--- config.mk ---
export PLATFORM = sky130hd
export DESIGN_NAME = voice_mix_scheduler
export DESIGN_NICKNAME = d
export VERILOG_FILES = /design/src/rtl/voice_mix_scheduler.sv
export SDC_FILE = /design/constraint.sdc
export NUM_CORES = 1
export LEC_CHECK = 0
export CAP_MARGIN = 20
export CORE_MARGIN = 2
export CORE_UTILIZATION = 42
export CTS_CLUSTER_SIZE = 24
export DETAILED_ROUTE_END_ITERATION = 8
export SLEW_MARGIN = 30
export SYNTH_ARGS = -nofsm -noshare
export SYNTH_HDL_FRONTEND = slang
export SYNTH_SLANG_ARGS = --single-unit
--- constraint.sdc ---
create_clock -name clk -period 26.7 [get_ports clk]
set_input_delay 5.34 -clock clk [delete_from_list [all_inputs] [get_ports clk]]
set_output_delay 5.34 -clock clk [all_outputs]
set_load 0.01 [all_outputs]
--- src/rtl/voice_mix_scheduler.sv ---
// voice_mix_scheduler: 16-voice sample-memory read scheduler with saturating mixer
// Ports:
//   clk, rst (async, active-high)
//   sample_tick : one-clk pulse per audio sample period, starts a scan
//   trig[15:0]  : level request per voice, rising edge (re)starts a voice
//   mem_en, mem_addr {voice, pos} : registered read strobe/address to sample memory
//   mem_rdata   : unsigned sample, valid one clk after mem_en
//   mix_out, mix_valid : saturated 16-bit mix and its one-clk update pulse
//   active[15:0], busy, overrun (sticky, cleared only by rst)
// Option: define VOICE_SCHED_LOOP_EN so a voice still held by trig wraps instead of stopping.
module voice_mix_scheduler #(
    parameter int SAMPLE_LEN = 40000,
    parameter int POS_W = 16
) (
    input  logic               clk,
    input  logic               rst,
    input  logic               sample_tick,
    input  logic [15:0]        trig,
    output logic               mem_en,
    output logic [4+POS_W-1:0] mem_addr,
    input  logic [15:0]        mem_rdata,
    output logic [15:0]        mix_out,
    output logic               mix_valid,
    output logic [15:0]        active,
    output logic               busy,
    output logic               overrun
);
    typedef enum logic [1:0] {IDLE, SCAN, DRAIN, OUT} state_t;
    localparam logic [POS_W-1:0] LAST = POS_W'(SAMPLE_LEN - 1);
    state_t state, state_n;
    logic [3:0] k, idx;
    logic issue, vld;
    logic [15:0] trig_q, trig_p, rise, keep;
    logic [POS_W-1:0] pos [16];
    logic [19:0] acc, acc_n;
`ifdef VOICE_SCHED_LOOP_EN
    assign keep = trig_q;
`else
    assign keep = '0;
`endif
    // idx is the voice whose read is issued at the coming edge; the read
    // appears on mem_en/mem_addr one clk later while k points at it.
    always_comb begin
        state_n = state;
        issue = 1'b0;
        idx = k + 4'd1;
        case (state)
            IDLE: begin
                idx = 4'd0;
                if (sample_tick) begin
                    state_n = SCAN;
                    issue = 1'b1;
                end
            end
            SCAN: begin
                if (k == 4'd15) state_n = DRAIN;
                else issue = 1'b1;
            end
            DRAIN: state_n = OUT;
            default: state_n = IDLE;
        endcase
        rise = trig_q & ~trig_p;
        acc_n = acc + (vld ? {4'd0, mem_rdata} : 20'd0);
        mix_valid = state == OUT;
        busy = state != IDLE;
    end
    always_ff @(posedge clk or posedge rst) begin
        if (rst) begin
            state <= IDLE;
            k <= '0;
            vld <= 1'b0;
            trig_q <= '0;
            trig_p <= '0;
            mem_en <= 1'b0;
            mem_addr <= '0;
            acc <= '0;
            mix_out <= '0;
            overrun <= 1'b0;
            active <= '0;
            for (int v = 0; v < 16; v++) pos[v] <= '0;
        end else begin
            state <= state_n;
            trig_q <= trig;
            trig_p <= trig_q;
            vld <= mem_en;
            mem_en <= issue && active[idx];
            if (issue) begin
                k <= idx;
                mem_addr <= {idx, pos[idx]};
            end
            acc <= state == IDLE ? '0 : acc_n;
            // DRAIN edge folds in the final read, so mix_out is fresh during OUT
            if (state == DRAIN) mix_out <= |acc_n[19:16] ? 16'hFFFF : acc_n[15:0];
            if (sample_tick && state != IDLE) overrun <= 1'b1;
            // A trigger edge overrides the scan's advance of the same voice
            for (int v = 0; v < 16; v++) begin
                if (rise[v]) begin
                    active[v] <= 1'b1;
                    pos[v] <= '0;
                end else if (issue && idx == 4'(v) && active[v]) begin
                    if (pos[v] == LAST) begin
                        pos[v] <= '0;
                        active[v] <= keep[v];
                    end else begin
                        pos[v] <= pos[v] + 1'b1;
                    end
                end
            end
        end
    end
endmodule

======== After elaboration in Yosys (flattened, before gate mapping) ========
Cells that the tools add are included.
word-level totals
  word-level logic and storage cells ...... 300
  memory bits (read-only) ................. 0
  output and inout port bits .............. 56
  bits in latches ......................... 0
  bits of input ports ..................... 35
  flip-flop bits (word level) ............. 369
  memory bits (writable) .................. 0
  memories ................................ 0
cells by class
  $add $sub $neg .......................... 18
  $mul .................................... 0
  magnitude comparators ................... 2
  equal/unequal tests ..................... 37
  div/mod/pow operators ................... 0
  reductions and logical operators ........ 87
  shift-type cells ........................ 0
  muxes and demuxes ....................... 111
  bitwise gates (word level) .............. 3
operators by type and width
  cell                                                                   number
  16-bit 2-to-1 mux                                                      52
  16-bit by 1-bit adder with 16-bit output (second input constant)       16
  16-bit == test (second input constant)                                 16
  2-bit nonzero test                                                     33
  16-bit binary-select mux with 4-bit select                             1
  1-bit 2-to-1 mux                                                       51
  4-bit == test (second input constant)                                  9
  1-bit logical AND                                                      34
  2-bit AND reduction                                                    17
  20-bit by 16-bit adder with 20-bit output                              1
  20-bit 2-to-1 mux                                                      1
  16-bit AND                                                             1
  4-bit by 3-bit == test with 1-bit output (second input constant)       4
  16-bit inverter                                                        1
  4-bit by 2-bit == test with 1-bit output (second input constant)       2
  2-bit case mux with 3 select lines                                     1
  5-bit >= comparator (second input constant)                            1
  4-bit by 5-bit < comparator with 1-bit output (second input constant)  1
  4-bit inverter with 5-bit output                                       1
  4-bit by 1-bit adder with 4-bit output (second input constant)         1
  1-bit binary-select mux with 4-bit select                              1
  2-bit == test (second input constant)                                  2
  4-bit by 1-bit == test with 1-bit output (second input constant)       1
  4-bit zero test                                                        1
  7 further kinds                                                        9

======== Longest topological paths before layout ========
  word-level depth ........................ 7
  depth in mapped cells ................... 12
  mapped depth without buffers ............ 11

======== Least setup slack after synthesis ========
No wires, ideal clock.
  path kind ............................... input port to flip-flop
  start ................................... input port mem_rdata[0]
  end ..................................... register mix_out[2]
  buffers on the path ..................... 1
  stages on the path ...................... 12
  setup slack ............................. 18.743 ns
  data required time ...................... 26.579 ns
  setup time .............................. 0.121 ns
  arrival ................................. 7.836 ns
  cells stage by stage .................... and2_1 -> ha_1 -> inv_1 -> fa_1 -> nand2b_1 -> a21o_1 -> a211o_1 -> and4b_1 -> a311oi_1 -> o2111ai_1 -> buf_2 -> o22a_1
on the way
  word-level cells in the longest chain between the ends .. 4
ends and longest elaborated chain
  element                                        RTL line  source
  start, declared                                21        input logic [15:0] mem_rdata,
  16-bit 2-to-1 mux (*)                          63        acc_n = acc + (vld ? {4'd0, mem_rdata} : 20'd0);
  20-bit by 16-bit adder with 20-bit output (*)  63
  4-bit OR reduction                             93        if (state == DRAIN) mix_out <= |acc_n[19:16] ? 16'hFFFF : acc_n[15:0];
  16-bit 2-to-1 mux (*)                          93
  end signal, assigned                           93
  end, declared                                  22        output logic [15:0] mix_out,
Mark *: on every way between the ends. The rest lies on a longest branch, timed or not.
A chain may end at the register's enable or synchronous reset.

======== Worst setup path in the final report ========
  start ................................... input port mem_rdata[0]
  end ..................................... register mix_out[4]
Same word-level chain as after synthesis.

==> impl_metrics.tcl <==
set metrics [dict create \
    outcome "completed" \
    die_area_um2 50600 \
    p_leak_nw 9.70 \
    crit_buf_inv 3 \
    cts_setup_buffers 0 \
    drtIter0Drc 1365 \
    clock-sinks 365 \
    antenna_found_initial 1 \
    placed_cells 2738 \
    maxCapViolations 0 \
    finalCritPeriodShare_pct 31.3 \
    path_clk_slew_ns 0.06 \
    final_cell_mix "365 x dfrtp_1, 243 x nor2_1, 183 x nand2_1, 126 x o21ai_0, 103 x nand3_1" \
    dieHeight_um 225 \
    hold_class "reg -> reg" \
    maxSlewHeadroom_pct 37.3 \
    place_congestion 0.916 \
    coreArea_um2 47900 \
    synth_area_um2 20500 \
    num_vias 16900 \
    fillerInstances 4330 \
    drive_gt1_share_pct 8.41 \
    rsz0062_at_grt "no" \
    gr-usage-all-layers_pct 23.2 \
    ctsHoldBuffers 0 \
    drc 0 \
    cpPeakStageDelay_ns 0.45 \
    whs_ns 0.373 \
    io_pins 91 \
    ys_warn_count 0 \
    cts_resized 0 \
    routedWlPerCell_um 20.6 \
    irDropWorstVdd_mv 0.0566 \
    grt_start_max_net_pins 173 \
    root_buffer "clkbuf_16" \
    cp_max_fo 11 \
    async_flop_share_pct 100 \
    drv_slew 0 \
    setup_viol 0 \
    route.met2.wl_um 26100 \
    cp_slowest_cell "clkdlybuf4s50_1" \
    cp_data_required_time_ns 27.14 \
    layout_commonest_cell "dfrtp_1" \
    htree_levels 2 \
    crit_type "in -> reg" \
    fin_ws_ns 18.35 \
    tightest_slew_ns 0.941 \
    cp.arrival_ns 8.79 \
    ys_types 76 \
    synthCells 2101 \
    drt_first_pass_iters 5 \
    wl_met1_um 25900 \
    timing.fmax_ghz 0.120 \
    cts-buffers-inserted 43 \
    area_growth_pct 14.7 \
    crit_chain "clkdlybuf4s50_1 -> and2_1 -> ha_1 -> inv_1 -> fa_1 -> nand2b_1 -> a21o_1 -> a211o_1 -> and4b_1 -> a311oi_1 -> o2111ai_1 -> buf_4 -> o22a_1" \
    synth.avg_cell_area_um2 9.76 \
    skew_ns 0.0283 \
    dr.max_layer_used "met4" \
    vias_per_cell 6.01 \
    ys.flop_type "dfrtp_1" \
    path_delay_family "compound AO/OA/AOI/OAI gates" \
    initial_core_util_pct 42.8 \
    cp-end-kind "flop" \
    synth_seq_cells 365 \
    start_kind "input port" \
    cts_tree "done" \
    fin_crit_ns 8.35 \
    synth_nets 2174 \
    synth_edf_count 0 \
    numPortBuffers 90 \
    dp_hpwl_um 41600 \
    ant_nets 0 \
    finalHoldViolCount 0 \
    routed_wl_um 57900 \
    p_per_area_nw_per_um2 76.1 \
    clkLatencyLatePin_ns 0.58 \
    nets 2242 \
    die_x_um 225 \
    ys_seq_area_share_pct 44.6 \
    gr-total-overflow 0 \
    dpl_worst_slack_ns 17.79 \
    wl_met3_um 3970 \
    grt_pass1_vias 16200 \
    grt_pass1_wl_um 92300 \
    rows 80 \
    antenna-diode-count 0 \
    cts_buffer_depth 3 \
    fin_cells 2814 \
    tns_ns 0 \
]
-- area by class of cell --
type / instances / area, µm² / share of cell area, %
Timing Repair Buffer: 111 / 1090 / 4.65
Inverter: 25 / 106 / 0.452
Sequential cell: 365 / 9130 / 38.8
Clock buffer: 58 / 1230 / 5.24
Tap cell: 615 / 769 / 3.27
Multi-Input combinational cell: 1623 / 10900 / 46.5
Clock inverter: 17 / 240 / 1.02
-- sequential cells by signal, indices dropped and copies added, names as in the netlist, 2 cells and up --
signal,count
pos,256
acc,20
mem_addr,20
active,16
mix_out,16
trig_p,16
trig_q,16
state,2
-- cell usage after synthesis (14+ instances only) --
master / n / area [µm²]
o22a_1: 16 / 140
ha_1: 37 / 463
a22oi_1: 33 / 248
inv_1: 25 / 93.8
a21oi_1: 87 / 435
and2_1: 39 / 244
nor2b_1: 22 / 138
mux4_2: 67 / 1510
dfrtp_1: 365 / 9130
nand2_1: 183 / 687
xor2_1: 101 / 885
nand4_1: 76 / 475
o21ai_0: 126 / 631
buf_2: 14 / 70.1
xnor2_1: 53 / 464
nor3_1: 32 / 160
or3_1: 28 / 175
a31oi_1: 30 / 188
a21o_1: 17 / 128
and3_1: 88 / 551
nor4b_1: 17 / 149
nor2_1: 245 / 920
nand2b_1: 24 / 150
nand3_1: 103 / 515
clkbuf_1: 59 / 221
nor4_1: 25 / 156
-- where the power goes --
| group | switching (mW) | leakage, nW | internal, mW |
|---|---|---|---|
| clock network | 0.243 | 0.723 | 0.373 |
| registers | 0.0471 | 4.77 | 0.597 |
| logic | 0.320 | 4.20 | 0.210 |
| total | 0.610 | 9.70 | 1.18 |
-- metal layers --
metal  up-vias  GRT usage, %
met4         0          8.33
met1      8375          32.7
met5         -             0
met2       548          35.9
li1       7879             -
met3       101          4.39
-- through the flow --
step	utilization (%)	cell area, µm²	power [mW]
2_1_floorplan	-	20500	1.02
6_report	49.1	23500	1.79
3_3_place_gp	45.9	22000	1.17
5_1_grt	49.1	23500	1.89
3_5_place_dp	45.9	22000	1.18
4_1_cts	49.0	23500	1.80
-- cell families (layout without fill, tap and decap cells) --
logic type / count (synthesis) / after routing / synth area share, %
adder cells (fa/ha/maj): 38 / 38 / 2.36
XOR/XNOR: 154 / 154 / 6.58
buffers and inverters: 113 / 211 / 2.23
flip-flops: 365 / 365 / 44.6
AND/OR/NAND/NOR: 945 / 945 / 23.6
multiplexers: 78 / 78 / 8.01
AO/OA/AOI/OAI: 408 / 408 / 12.7
-- final timing paths --
path	slack, ns	to	cells past startpoint	from
worst max-delay path	18.35	mix_out[4]	13	mem_rdata[0]
worst min-delay path	0.37	trig_p[15]	0	trig_q[15]
worst max register to register	22.56	pos[159]	9	mem_addr[16]
worst min register to register	0.37	trig_p[15]	0	trig_q[15]
max in group asynchronous	20.02	pos[161]	4	rst
min in group asynchronous	5.27	pos[60]	2	rst
(Power assumes the default switching activity.)
